File: src/rtl/nn_pll_pkg.sv
// rtl/nn_pll_pkg.sv - shared constants and types for the PLL neural-net gain predictor
package nn_pll_pkg;

    // Input averager operand formats
    localparam int NN_N_W       = 4;
    localparam int NN_KP_W      = 8;
    localparam int NN_AVG_W     = 8;
    localparam int NN_AVGN_FRAC = 4;

    // Neural-net weight, bias and accumulator formats (signed fixed point)
    localparam int NN_WGT_W     = 8;
    localparam int NN_WGT_FRAC  = 6;
    localparam int NN_BIAS_W    = 16;
    localparam int NN_BIAS_FRAC = 10;
    localparam int NN_ACC_W     = 24;

    typedef enum logic {
        ACCUM = 1'b0,
        EMIT  = 1'b1
    } avg_state_t;

endpackage

File: src/rtl/nn_window_accum.sv
// rtl/nn_window_accum.sv - windowed sample accumulator with scaled output (NN_AVG_ROUND_EN selects round-half-up)
module nn_window_accum
    import nn_pll_pkg::*;
#(
    parameter int SAMPLE_W = NN_N_W,
    parameter int LOG2_WIN = 4,
    parameter int FRAC     = 0,
    parameter int OUT_W    = NN_AVG_W
) (
    input  logic                clk,
    input  logic                rst,
    input  logic                clr,
    input  logic                add,
    input  logic                last,
    input  logic [SAMPLE_W-1:0] sample,
    output logic [OUT_W-1:0]    result
);

    localparam int SUM_W = SAMPLE_W + LOG2_WIN;
    localparam int SHIFT = LOG2_WIN - FRAC;

`ifdef NN_AVG_ROUND_EN
    localparam int              RSH = (SHIFT > 0) ? SHIFT - 1 : 0;
    localparam logic [SUM_W-1:0] ONE = {{(SUM_W-1){1'b0}}, 1'b1};
    localparam logic [SUM_W-1:0] RND = (SHIFT > 0) ? (ONE << RSH) : '0;
`else
    localparam logic [SUM_W-1:0] RND = '0;
`endif

    logic [SUM_W-1:0] sum;
    logic [SUM_W-1:0] total;
    logic [SUM_W-1:0] rounded;

    // total includes the sample on the inputs so the completing sample is part of the result
    assign total   = sum + SUM_W'(sample);
    assign rounded = total + RND;
    assign result  = OUT_W'(rounded >> SHIFT);

    // running sum: restart on clr or on the window-completing sample, else accumulate
    always_ff @(posedge clk or posedge rst) begin
        if (rst) begin
            sum <= '0;
        end else if (clr || (add && last)) begin
            sum <= '0;
        end else if (add) begin
            sum <= total;
        end
    end

endmodule

File: src/rtl/nn_input_averager.sv
// rtl/nn_input_averager.sv - block averager feeding avgn/avgkp to the neural-net gain predictor
module nn_input_averager
    import nn_pll_pkg::*;
#(
    parameter int LOG2_WIN = 4,
    parameter int N_W      = NN_N_W,
    parameter int KP_W     = NN_KP_W
) (
    input  logic                clk,
    input  logic                rst,
    input  logic                clr,
    input  logic                s_valid,
    input  logic [N_W-1:0]      n_in,
    input  logic [KP_W-1:0]     kp_in,
    output logic [NN_AVG_W-1:0] avgn,
    output logic [NN_AVG_W-1:0] avgkp,
    output logic                avg_valid,
    output logic                avg_primed
);

    avg_state_t          state;
    logic [LOG2_WIN-1:0] cnt;
    logic                accept;
    logic                last;
    logic [NN_AVG_W-1:0] n_scaled;
    logic [NN_AVG_W-1:0] kp_scaled;

    // clr beats a coincident sample, so a cleared sample never reaches the sums
    assign accept = s_valid & ~clr;
    assign last   = (cnt == {LOG2_WIN{1'b1}});

    // EMIT lasts exactly one cycle, so the strobe is a decode of the state register
    assign avg_valid = (state == EMIT);

    nn_window_accum #(
        .SAMPLE_W (N_W),
        .LOG2_WIN (LOG2_WIN),
        .FRAC     (NN_AVGN_FRAC),
        .OUT_W    (NN_AVG_W)
    ) u_accum_n (
        .clk    (clk),
        .rst    (rst),
        .clr    (clr),
        .add    (accept),
        .last   (last),
        .sample (n_in),
        .result (n_scaled)
    );

    nn_window_accum #(
        .SAMPLE_W (KP_W),
        .LOG2_WIN (LOG2_WIN),
        .FRAC     (0),
        .OUT_W    (NN_AVG_W)
    ) u_accum_kp (
        .clk    (clk),
        .rst    (rst),
        .clr    (clr),
        .add    (accept),
        .last   (last),
        .sample (kp_in),
        .result (kp_scaled)
    );

    // window FSM: count accepted samples, load outputs on the completing sample, EMIT for one cycle
    always_ff @(posedge clk or posedge rst) begin
        if (rst) begin
            state      <= ACCUM;
            cnt        <= '0;
            avgn       <= '0;
            avgkp      <= '0;
            avg_primed <= 1'b0;
        end else begin
            state <= ACCUM;
            if (clr) begin
                cnt <= '0;
            end else if (s_valid) begin
                // the counter wraps to zero on the completing sample
                cnt <= cnt + 1'b1;
                if (last) begin
                    avgn       <= n_scaled;
                    avgkp      <= kp_scaled;
                    avg_primed <= 1'b1;
                    state      <= EMIT;
                end
            end
        end
    end

endmodule

File: config.mk
export PLATFORM = sky130hd
export DESIGN_NAME = nn_input_averager
export DESIGN_NICKNAME = d
export VERILOG_FILES = /design/src/rtl/nn_pll_pkg.sv /design/src/rtl/nn_window_accum.sv /design/src/rtl/nn_input_averager.sv
export SDC_FILE = /design/constraint.sdc
export NUM_CORES = 1
export LEC_CHECK = 0
export CAP_MARGIN = 15
export CORE_MARGIN = 8
export CORE_UTILIZATION = 52
export DETAILED_ROUTE_END_ITERATION = 10
export PLACE_DENSITY = 0.77
export SLEW_MARGIN = 20
export SYNTH_ARGS = -nofsm -noshare
export SYNTH_HDL_FRONTEND = slang
export SYNTH_HIERARCHICAL = 1
export SYNTH_SLANG_ARGS = --single-unit
File: constraint.sdc
create_clock -name clk -period 3.7 [get_ports clk]
set_input_delay 0.555 -clock clk [delete_from_list [all_inputs] [get_ports clk]]
set_output_delay 0.555 -clock clk [all_outputs]
set_load 0.02 [all_outputs]
==> flow_metrics.py, run 1 <==
metrics = {
    "detailed_routing": {
        "routed_wire_length_per_instance_um": 15.68,
        "num_vias": 1838,
        "detail_route.iter0.violations": 104,
        "drcViolationCount": 0,
        "detail_route.wirelength_um": 5048,
        "detail_route.first_pass.iterations": 5,
        "route.detailed.vias_per_inst": 5.708,
        "antenna_left": 0,
    },
    "critical_path": {
        "path_buf_inv": 2,
        "path_max_fanout": 4,
        "worst-endpoint-required_ps": 3880,
        "critical_path_class": "in2reg",
        "rr_endpoint": "avgkp[4]$_DFFE_PP0P_",
        "path_delay_family": "adder cells",
        "endpoint_kind": "register",
        "critical_path.max_stage_delay_ps": 460,
        "arrival_ps": 2760,
        "r2r_start": "u_accum_kp/sum[0]$_DFFE_PP0P_",
        "crit_path_cell_trace": "clkdlybuf4s50_1 > ha_1 > inv_1 > fa_1 > nand2b_1 > a21oi_1 > o41a_1 > nor2_1 > xnor2_1 > mux2_2",
        "worst_setup_path_start_kind": "primary input",
        "slowest_stage": "sky130_fd_sc_hd__clkdlybuf4s50_1",
        "register_to_register_setup_slack_ps": 1490,
        "reg2reg_depth": 9,
    },
    "cells_and_area": {
        "antenna_cells_inserted": 0,
        "drive_gt1_share_pct": 12.31,
        "final_nets": 298,
        "multi_input_area_um2": 1297,
        "regArea_um2": 1051,
        "nFillCells": 393,
        "non_filler_instance_count_after_layout": 322,
        "final_core_utilization_pct": 62.50,
        "synthToLayoutAreaGrowth_pct": 18.11,
    },
    "timing": {
        "grt_setup_unrepaired": "no",
        "timing.clock.skew_ps": 6.847,
        "period_needed_ps": 2582,
        "timing.slew.headroom_pct": 39.66,
        "tightestPinTransition_ps": 904.2,
        "setup-violations-final": 0,
        "number_of_hold_violations_in_the_final_report": 0,
        "fmaxAchievable_ghz": 0.3872,
        "slew_violations": 0,
        "final.hold.worst_slack_ps": 481.3,
        "finalCritPeriodShare_pct": 69.80,
        "setup_tns_ps": 0,
    },
    "placed_design": {
        "dp.cells": 314,
        "port_buffers": 33,
        "gpl.final_weighted_congestion": 0.8271,
        "dp.final_hpwl_um": 3684,
    },
    "global_routing": {
        "grt_pass1_vias": 1878,
        "grt.overflow.total": 0,
        "grt_usage_pct": 14.85,
        "grt_antenna_before_repair": 0,
        "grt_first_pass_wirelength_um": 8604,
        "grt_max_degree": 23,
    },
    "clocking": {
        "max-clock-path-buffers": 2,
        "clk_pin_slew_ps": 70,
        "cts-hold-fix-buffers": 0,
        "cts_repair_resize_count": 0,
        "cts_buffers": 5,
        "clock_tree.htree_level_count": 2,
        "clkLatencyLatePin_ps": 290,
        "number_of_buffers_inserted_by_post_cts_setup_repair": 0,
        "cts_sinks": 42,
        "cts_root_buffer": "sky130_fd_sc_hd__clkbuf_8",
        "cts_tree": "built",
    },
    "die": {
        "die_w_um": 84.87,
        "die_height_um": 84.87,
        "num_rows": 25,
        "die_area_um2": 7202,
        "pin_count": 34,
        "core-area_um2": 4661,
        "initial_core_util_pct": 52.91,
    },
    "worst_hold_path": {
        "hold-path-endpoint": "avg_primed$_DFFE_PP0P_",
        "worst_hold_path_type": "reg2reg",
        "min_path_cells": 1,
        "timing.hold.worst.start": "avg_primed$_DFFE_PP0P_",
    },
    "job": {
        "drv.max_cap_violation_count": 0,
    },
    "power_and_ir_drop": {
        "power_density_nw_per_um2": 326.0,
        "total_power_w": 0.0009496,
        "static-leakage-power_nw": 1.378,
        "peakVddDrop_uv": 261.5,
    },
    "synth": {
        "synth_top_cells_by_area": "sky130_fd_sc_hd__dfrtp_1, sky130_fd_sc_hd__ha_1, sky130_fd_sc_hd__mux2_4",
        "synth_cell_types": 53,
        "yosys.area.top_type_share_pct": 42.62,
        "synth-main-ff-cell": "sky130_fd_sc_hd__dfrtp_1",
        "synth_edf_count": 0,
        "synth_area_per_cell_um2": 10.68,
        "yosys.area.top_type": "sky130_fd_sc_hd__dfrtp_1",
        "yosysSeqAreaShare_pct": 42.62,
        "synth.ff_latch_count": 42,
        "synthesis.instances": 231,
        "synth_warnings": 6,
        "mappedNetlistNets": 262,
        "synth-async-reset-ratio_pct": 100.0,
        "post_synth_instance_area_um2": 2466,
    },
    "outcome": {
        "result_of_the_run": "complete, no violations",
    },
}
==> layout make-up <==
type / count / share of cell area, %
clock buffers: 7 / 2.964
repair buffers: 35 / 11.86
flip-flops and latches: 42 / 36.08
clock inverters: 1 / 0.1718
inverters: 16 / 2.062
multi-input cells: 167 / 44.54
well taps: 54 / 2.320
==> flip-flops by register name, summed over array words and instances (netlist names) <==
| name | cells |
|---|---|
| avg_primed | 1 |
| avg_valid | 1 |
| avgkp | 8 |
| avgn | 8 |
| cnt | 4 |
| u_accum_kp/sum | 12 |
| u_accum_n/sum | 8 |
==> stage by stage <==
| step | setup slack [ps] | area, um^2 |
|---|---|---|
| detailed placement | 800.2 | 2821 |
| global route | 957.4 | 2913 |
| CTS | 1125 | 2913 |
| finish | 1118 | 2913 |
| floorplan | 1490 | 2466 |
| global placement | 877.2 | 2821 |
==> report_power, final <==
| part | internal, W | switching [W] | total (W) | leakage [nW] |
|---|---|---|---|---|
| combinational | 0.0000703 | 0.0000871 | 0.000157 | 0.750 |
| clock | 0.000151 | 0.000155 | 0.000305 | 0.0482 |
| sequential | 0.000473 | 0.0000137 | 0.000487 | 0.580 |
| total | 0.000694 | 0.000256 | 0.000950 | 1.38 |
==> layout by cell type (no fill, tap or decap), types with 3 or more instances in the layout <==
cell and n:
sky130_fd_sc_hd__dfrtp_1 42, sky130_fd_sc_hd__clkdlybuf4s50_1 33, sky130_fd_sc_hd__nor2_1 17, sky130_fd_sc_hd__inv_1 15
sky130_fd_sc_hd__ha_1 13, sky130_fd_sc_hd__nand2_1 12, sky130_fd_sc_hd__a21oi_1 12, sky130_fd_sc_hd__xnor2_1 10
sky130_fd_sc_hd__o21ai_0 10, sky130_fd_sc_hd__mux2_4 8, sky130_fd_sc_hd__mux2_2 8, sky130_fd_sc_hd__a22o_1 8
sky130_fd_sc_hd__xor2_1 7, sky130_fd_sc_hd__clkbuf_8 6, sky130_fd_sc_hd__nor3_1 6, sky130_fd_sc_hd__nand3_1 4
sky130_fd_sc_hd__a21o_1 3, sky130_fd_sc_hd__a211oi_1 3, sky130_fd_sc_hd__o31ai_1 3, sky130_fd_sc_hd__nand3b_1 3
==> logic make-up (layout without fill, tap and decap cells) <==
logic type                 after synthesis  in the layout  synth area share [%]
AOI/OAI and AO/OA                       57             57                 16.18
xor gates and xnor gates                17             17                 6.037
adders and majority gates               15             15                 8.219
buffers and inverters                   22             59                 4.769
DFF                                     42             42                 42.62
muxes                                   17             17                 8.930
and+or+nand+nor                         61             61                 13.24
==> per-layer routing <==
metal | vias up | share of wire [%] | GRT usage (%)
li1 | 902 | - | -
met1 | 897 | 46 | 17.90
met2 | 32 | 49 | 24.91
met3 | 7 | 4.2 | 4.054
met4 | 0 | 1.1 | 5.016
met5 | - | 0 | 0
==> Yosys cell counts, types with 7 or more instances <==
cell	count
sky130_fd_sc_hd__a21oi_1	12
sky130_fd_sc_hd__a22o_1	8
sky130_fd_sc_hd__dfrtp_1	42
sky130_fd_sc_hd__ha_1	13
sky130_fd_sc_hd__inv_1	15
sky130_fd_sc_hd__mux2_2	8
sky130_fd_sc_hd__mux2_4	8
sky130_fd_sc_hd__nand2_1	12
sky130_fd_sc_hd__nor2_1	17
sky130_fd_sc_hd__o21ai_0	10
sky130_fd_sc_hd__xnor2_1	10
sky130_fd_sc_hd__xor2_1	7
==> worst max-delay path by stage <==
stage | from | to | cells after the start | slack [ps]
after floorplan | kp_in[0] | avgkp[6]$_DFFE_PP0P_ | 9 | 1490
after global placement | kp_in[0] | avgkp[6]$_DFFE_PP0P_ | 10 | 880
after detailed placement | kp_in[0] | avgkp[4]$_DFFE_PP0P_ | 10 | 800
after CTS | kp_in[0] | avgkp[4]$_DFFE_PP0P_ | 10 | 1130
after global routing | kp_in[0] | avgkp[4]$_DFFE_PP0P_ | 10 | 960
final | kp_in[0] | avgkp[4]$_DFFE_PP0P_ | 10 | 1120
Power figures use the tool's default switching activity.
==> run 2: changes to the inputs <==
==> constraint.sdc (replaced) <==
create_clock -name clk -period 2.58 [get_ports clk]
set_input_delay 0.387 -clock clk [delete_from_list [all_inputs] [get_ports clk]]
set_output_delay 0.387 -clock clk [all_outputs]
set_load 0.02 [all_outputs]
==> run 2 against run 1 <==
  * Routed wire length down 2.6%
  * Power up 53%
  * Core utilization is 1.9 points higher
  * Largest cell class unchanged
  * Cell count is 2.8% higher
  * Via count rose by 0.33%
  * Clock skew rose by 3.6 ps
  * Critical path depth unchanged
  * Non-clock buffer count up 9
  * Highest routed layer unchanged
  * Cell area up 3.0%
==> flow_metrics.py, run 2 (synthesized netlist as in run 1, its figures left out) <==
metrics = {
    "detailed_routing": {
        "drcViolationCount": 0,
        "detail_route.first_pass.iterations": 4,
        "detail_route.iter0.violations": 93,
        "detail_route.wirelength_um": 4918,
        "num_vias": 1844,
        "route.detailed.vias_per_inst": 5.571,
        "antenna_left": 0,
        "routed_wire_length_per_instance_um": 14.86,
    },
    "cells_and_area": {
        "non_filler_instance_count_after_layout": 331,
        "drive_gt1_share_pct": 15.52,
        "antenna_cells_inserted": 0,
        "nFillCells": 380,
        "mostFrequentLayoutCells": "sky130_fd_sc_hd__dfrtp_1, sky130_fd_sc_hd__clkdlybuf4s50_1, sky130_fd_sc_hd__nor2_1, sky130_fd_sc_hd__inv_1, sky130_fd_sc_hd__ha_1",
        "mostFrequentLayoutCell": "sky130_fd_sc_hd__dfrtp_1",
        "final_nets": 307,
        "largest_reg_flops": 12,
        "top_register": "u_accum_kp/sum",
        "synthToLayoutAreaGrowth_pct": 21.71,
    },
    "clocking": {
        "cts_tree": "built",
        "cts-hold-fix-buffers": 0,
        "cts_sinks": 42,
        "clk_pin_slew_ps": 90,
        "clkLatencyLatePin_ps": 290,
        "cts_root_buffer": "sky130_fd_sc_hd__clkbuf_8",
        "cts_repair_resize_count": 0,
        "number_of_buffers_inserted_by_post_cts_setup_repair": 0,
        "clock_tree.htree_level_count": 2,
        "cts_buffers": 5,
        "max-clock-path-buffers": 2,
    },
    "timing": {
        "period_needed_ps": 2316,
        "tightestPinTransition_ps": 504.9,
        "final_critical_path_setup_slack_ps": 263.9,
        "finalCritPeriodShare_pct": 89.77,
        "slew_violations": 0,
        "setup-violations-final": 0,
        "final.hold.worst_slack_ps": 402.7,
        "timing.clock.skew_ps": 10.42,
        "setup_tns_ps": 0,
        "fmaxAchievable_ghz": 0.4318,
        "grt_setup_unrepaired": "no",
        "timing.slew.headroom_pct": 66.30,
        "number_of_hold_violations_in_the_final_report": 0,
    },
    "global_routing": {
        "grt_antenna_before_repair": 0,
        "grt_pass1_vias": 1940,
        "grt.overflow.total": 0,
        "grt_first_pass_wirelength_um": 8769,
        "grt_max_degree": 19,
        "grt_usage_pct": 14.76,
    },
    "job": {
        "drv.max_cap_violation_count": 0,
    },
    "die": {
        "die_w_um": 84.87,
        "num_rows": 25,
        "pin_count": 34,
        "core-area_um2": 4661,
        "die_area_um2": 7202,
        "die_height_um": 84.87,
        "initial_core_util_pct": 52.91,
    },
    "critical_path": {
        "r2r_start": "u_accum_kp/sum[0]$_DFFE_PP0P_",
        "register_to_register_setup_slack_ps": 440,
        "path_max_fanout": 3,
        "arrival_ps": 2490,
        "reg2reg_depth": 9,
        "cp-endpoint": "avgkp[6]$_DFFE_PP0P_",
        "rr_endpoint": "avgkp[6]$_DFFE_PP0P_",
        "timing.critical_path.from": "kp_in[0]",
        "worst_setup_path_start_kind": "primary input",
        "critical_path_class": "in2reg",
        "worst-endpoint-required_ps": 2760,
        "endpoint_kind": "register",
    },
    "power_and_ir_drop": {
        "total_power_w": 0.001456,
        "power_density_nw_per_um2": 485.2,
        "peakVddDrop_uv": 274.9,
        "static-leakage-power_nw": 1.433,
    },
    "worst_hold_path": {
        "worst_hold_path_type": "in2async",
    },
    "placed_design": {
        "dp.cells": 323,
        "dp.final_hpwl_um": 3728,
        "gpl.final_weighted_congestion": 0.7976,
        "port_buffers": 33,
        "place_ws_ps": -54.29,
    },
    "outcome": {
        "result_of_the_run": "complete, no violations",
    },
}
==> run 2: cell count changes in the layout (fill, tap and decap cells not counted) <==
cell / before / now
sky130_fd_sc_hd__buf_4: 2 / 11
sky130_fd_sc_hd__bufinv_16: 0 / 1
sky130_fd_sc_hd__clkbuf_1: 1 / 0
sky130_fd_sc_hd__clkbuf_8: 6 / 5
sky130_fd_sc_hd__inv_6: 0 / 1
==> run 2: area by class of cell <==
type                            instances  area (um^2)  share of cell area [%]
Clock inverter                          3        43.79                   1.459
Clock buffer                            5        68.82                   2.293
Inverter                               16        60.06                   2.001
Timing Repair Buffer                   44        412.9                   13.76
Sequential cell                        42         1051                   35.01
Multi-Input combinational cell        167         1297                   43.23
Tap cell                               54        67.56                   2.251
==> run 2: report_power, final <==
part | internal, W | switching (W) | total [W]
clock | 0.000290 | 0.000234 | 0.000524
combinational | 0.000110 | 0.000124 | 0.000234
sequential | 0.000678 | 0.0000199 | 0.000698
==> run 2: critical path, stage by stage <==
cell and delay, ps:
sky130_fd_sc_hd__clkdlybuf4s50_1 460, sky130_fd_sc_hd__ha_1 160, sky130_fd_sc_hd__inv_1 50, sky130_fd_sc_hd__fa_1 370, sky130_fd_sc_hd__nand2b_1 170, sky130_fd_sc_hd__a21oi_1 220
sky130_fd_sc_hd__o41a_1 200, sky130_fd_sc_hd__o21bai_1 90, sky130_fd_sc_hd__xnor2_1 130, sky130_fd_sc_hd__mux2_4 250
==> run 2: worst min-delay path by stage <==
stage | startpoint | to | cells after the start | slack, ps
after floorplan | rst | u_accum_n/sum[0]$_DFFE_PP0P_ | 1 | 200
after global placement | avg_primed$_DFFE_PP0P_ | avg_primed$_DFFE_PP0P_ | 1 | 460
after detailed placement | avg_primed$_DFFE_PP0P_ | avg_primed$_DFFE_PP0P_ | 1 | 460
after CTS | rst | u_accum_n/sum[6]$_DFFE_PP0P_ | 2 | 400
after global routing | rst | u_accum_n/sum[6]$_DFFE_PP0P_ | 2 | 420
final | rst | u_accum_n/sum[6]$_DFFE_PP0P_ | 2 | 400
==> run 2: per-layer routing <==
| metal | GRT usage, % | share of wire, % | vias to the layer above |
|---|---|---|---|
| met1 | 18.64 | 47 | 897 |
| met5 | 0 | 0 | - |
| li1 | - | - | 918 |
| met4 | 3.883 | 0.67 | 0 |
| met3 | 3.958 | 3.7 | 6 |
| met2 | 24.27 | 49 | 23 |
==> run 2: metrics by stage <==
stage,area (um^2),util [%]
final,3002,64.40
after global routing,3002,64.40
after floorplan,2466,-
after detailed placement,2889,61.99
after CTS,3002,64.40
after global placement,2889,61.99
==> patch 1 (settings of run 2) <==
Reset style: synchronous (`rst`), changed in 2 clocked blocks.
--- a/src/rtl/nn_window_accum.sv
+++ b/src/rtl/nn_window_accum.sv
@@ -37,7 +37,7 @@
     assign result  = OUT_W'(rounded >> SHIFT);
 
     // running sum: restart on clr or on the window-completing sample, else accumulate
-    always_ff @(posedge clk or posedge rst) begin
+    always_ff @(posedge clk) begin
         if (rst) begin
             sum <= '0;
         end else if (clr || (add && last)) begin
--- a/src/rtl/nn_input_averager.sv
+++ b/src/rtl/nn_input_averager.sv
@@ -63,7 +63,7 @@
     );
 
     // window FSM: count accepted samples, load outputs on the completing sample, EMIT for one cycle
-    always_ff @(posedge clk or posedge rst) begin
+    always_ff @(posedge clk) begin
         if (rst) begin
             state      <= ACCUM;
             cnt        <= '0;
Function: same outputs for any inputs over 10 cycles, from zero or initial values and one cycle with rst high; that may be too few to reach the edited logic, so the function may still have changed.
==> patch 1 against run 2 <==
  * Largest cell class unchanged
  * Total power down 7.0%
  * Cell area grew 3.9%
  * Critical path type unchanged
  * Synthesized area increased by 11%
  * Worst setup slack better by 0.055 ns
  * Synthesized cell count is 31% higher
  * Sequential cell count stayed put
  * Wire length rose by 16%
  * Via count is 21% higher
==> patch 1: results (changes against run 2) <==
* Met3 wire length at 246 um (+37%)
* Cell family with most CP delay: compound AO/OA/AOI/OAI gates
* Crit path DAT at 2.47 ns (-0.02 ns)
* Worst Hold Class: flip-flop to flip-flop
* Sequential group share of total power at 48.6% (+0.7 points)
* Worst-margin pin slew at 0.632 ns (+0.127 ns)
* CP max stage cell: fa_1
* Outcome: completed
* GR Util met1 at 18.7% (+0.094 points)
* Synth async-reset ratio at 0% (-100 points)
* Final WL at 5.69 mm (+16%)
* FF-to-FF Start: u_accum_kp/sum[0]
* Post-DP HPWL at 4.15 mm (+11%)
* Prevailing post-synth register cell: dfxtp_1
* Syn_nets at 334 (+27%)
* Hold_ws at 0.477 ns (+0.0738 ns)
* Area contributors post-synth: dfxtp_1 31%, ha_1 6.0%, nand4b_1 5.5%
* Vias in the first global route at 2,211 (+14%)
* Reg2reg end: avgkp[2]
* Met2 wire len at 2.83 mm (+17%)
* Post-synth cell types at 55 (+3.8%)
* Met3 global-route usage at 3.71% (-0.24 points)
* DR vias/cell at 5.60 (+0.60%)
* Compound-Gate Fraction of Synth Area at 21.1% (+4.9 points)
* WL met1 at 2.59 mm (+13%)
* Mux cell area share after synthesis at 2.20% (-6.7 points)
* R2r setup slk at 0.53 ns (+0.09 ns)
* Post-Synth Adder-Cell Area at 7.42% (-0.80 points)
* Worst clock skew at 0.00737 ns (-0.00305 ns)
* Largest net degree at the start of global routing at 27 (+8)
* Gr usage total at 15.4% (+0.66 points)
* Slowest stage delay, CP at 0.43 ns (-0.03 ns)
* DP Worst Slack at 0.0477 ns (+0.102 ns)
* Maximum vdd drop at 230 uV (-16%)
* Reg2reg path depth at 8 (-1)
* Post-Synth XOR/XNOR Area at 5.45% (-0.59 points)
* Fraction of layout cells with a size suffix above 1 at 13.5% (-2.1 points)
* Peak Freq at 442 MHz (+2.5%)
* Register area share after synthesis at 30.8% (-12 points)
* Sw power at 0.330 mW (-13%)
-- patch 1: cell types whose count changed after synthesis, moves of 7 or more --
cell      before  now
dfrtp_1       42    0
dfxtp_1        0   42
nand2b_1       2   20
nand4b_1       0   17
o21ai_2        0   11
buf_4          0    9
a22o_1         8    0
mux2_2         8    0
mux2_4         8    0
inv_1         15    8
nand2_1       12   19
-- patch 1: tightest hold or removal path, delay by kind of cell, from the launching register on --
family	cells	cell delay [ns]
compound gates	1	0.05
flops	1	0.31
simple gates	1	0.08
-- patch 1: final cells by class --
cell class	instances	area, um^2
Timing Repair Buffer	43	405
Tap cell	70	87.6
Clock buffer	6	72.6
Clock inverter	2	37.5
Fill cell	468	1960
Inverter	8	30.0
Multi-Input combinational cell	226	1640
Sequential cell	42	841
-- patch 1: through the flow --
stage                     utilization, %  area, um^2  instances
after global routing                61.4        3120        397
after global placement              59.3        3010        389
after CTS                           61.4        3120        397
after detailed placement            59.3        3010        389
final                               61.4        3120        397
after floorplan                        -        2730        303
==> patch 2 (flow settings as in run 2) <==
Without the edit above. The option `NN_AVG_ROUND_EN` is turned on by a define.
--- a/src/rtl/nn_window_accum.sv
+++ b/src/rtl/nn_window_accum.sv
@@ -1,4 +1,6 @@
 // rtl/nn_window_accum.sv - windowed sample accumulator with scaled output (NN_AVG_ROUND_EN selects round-half-up)
+`define NN_AVG_ROUND_EN
+
 module nn_window_accum
     import nn_pll_pkg::*;
 #(
Behaviour: no difference found for any inputs over 10 cycles, from zero or initial values and one cycle with rst high; that may be too few to reach the edited logic, so the function may still have changed.
==> patch 2 against run 2 <==
  * Via count increased by 24%
  * Total power increased by 13%
  * Register-to-register slack got worse by 0.43 ns
  * Sequential cell count unchanged
  * Largest cell class unchanged
  * Highest routed layer unchanged
  * Global-route usage increased by 3.0 points
  * Synthesized cell count increased by 11%
  * Wire length increased by 38%
  * Cell area increased by 22%
  * Combinational power increased by 89%
  * Worst setup slack got worse by 0.25 ns
  * Synthesized area increased by 9.5%
==> patch 2: results (changes against run 2) <==
* Outcome: completed
* Crit path DAT at 2.74 ns (+0.25 ns)
* GR Util met1 at 21.3% (+2.6 points)
* Post-Place Cells at 384 (+19%)
* Mapped Cells at 257 (+11%)
* Maximum vdd drop at 386 uV (+40%)
* Syn_nets at 289 (+10%)
* Post-DP HPWL at 4.83 mm (+30%)
* # Post-CTS Setup Buffers at 3 (+3)
* Reg2reg path depth at 11 (+2)
* Fraction of layout cells with a size suffix above 1 at 29.7% (+14 points)
* Vias in the first global route at 2,385 (+23%)
* Startpoint types: flip-flop
* Met3 wire length at 289 um (+61%)
* Compound-Gate Fraction of Synth Area at 18.4% (+2.2 points)
* Mux cell area share after synthesis at 8.16% (-0.77 points)
* Cts repair resizes at 24 (+24)
* DR vias at 2,294 (+24%)
* Final #Nets at 361 (+18%)
* Power share of the combinational group at 26.8% (+11 points)
* WL met1 at 2.94 mm (+28%)
* Crit path capture: avgkp[7]
* Internal Dissipation at 1.19 mW (+10%)
* Clk root buf: clkbuf_8
* Post-synth cell types at 62 (+17%)
* Net Sw Frac at 28.1% (+2.2 points)
* Area contributors post-synth: dfrtp_1 39%, ha_1 6.5%, mux2_4 4.4%
* Routing usage on met2 at 31.5% (+7.3 points)
* Placed instance area at 0.00330 mm^2 (+14%)
* Peak Freq at 389 MHz (-9.9%)
* Post-synth top cells: 42 x dfrtp_1, 21 x nor2_1, 14 x ha_1, 14 x inv_1, 14 x nand2_1
* Largest net degree at the start of global routing at 22 (+3)
* DR WL/cell at 17.0 um (+15%)
* Fillers at 373 (-1.8%)
* DR iter-0 viols at 128 (+38%)
* Worst-margin pin slew at 0.458 ns (-0.0469 ns)
* Gr usage total at 17.7% (+3.0 points)
* Placer Congestion at 0.902 (+13%)
* Post-Synth XOR/XNOR Area at 6.16% (+0.13 points)
* Register area share after synthesis at 38.9% (-3.7 points)
* Hold_ws at 0.391 ns (-0.0114 ns)
* First-pass GRT wire length at 11.0 mm (+25%)
* Reg clk slew, reported paths at 0.08 ns
* Met2 wire len at 3.46 mm (+43%)
* R2r setup slk at 0.01 ns (-0.43 ns)
* Lkg Pwr at 1.71 nW (+19%)
* Met3 global-route usage at 2.81% (-1.1 points)
* DP Worst Slack at -0.565 ns (-0.511 ns)
* Worst clock skew at 0.00754 ns (-0.00288 ns)
* Clk. pwr at 0.511 mW (-2%)
* Post-Synth Adder-Cell Area at 7.97% (-0.25 points)
* Final WL at 6.81 mm (+38%)
* Max Used Layer: met4
## patch 2: cell count changes in the layout (fill, tap and decap cells not counted), sizes merged, moves of 3 or more
cell and delta:
clkdlybuf4s50 -4, inv -3, nor3b +4, a22o -4, nor2 +4, buf +31
a22oi +7, xnor2 -3, xor2 +5, nor3 -4, a211oi +3
## patch 2: critical path, stage by stage, from the launching register on
cell      delay, ns
dfrtp_1        0.37
ha_2           0.20
inv_2          0.04
fa_2           0.35
nor2b_1        0.17
o21ai_1        0.13
a21oi_2        0.19
ha_2           0.20
and4bb_2       0.29
a41oi_2        0.13
xnor2_1        0.14
mux2_4         0.25
## patch 2: layout make-up
type	count	area [um^2]	area share [%]
flip-flops and latches	42	1050	28.7
clock buffers	7	76.3	2.08
inverters	14	52.6	1.43
repair buffers	75	663	18.1
clock inverters	1	30.0	0.819
well taps	70	87.6	2.39
multi-input cells	191	1710	46.5
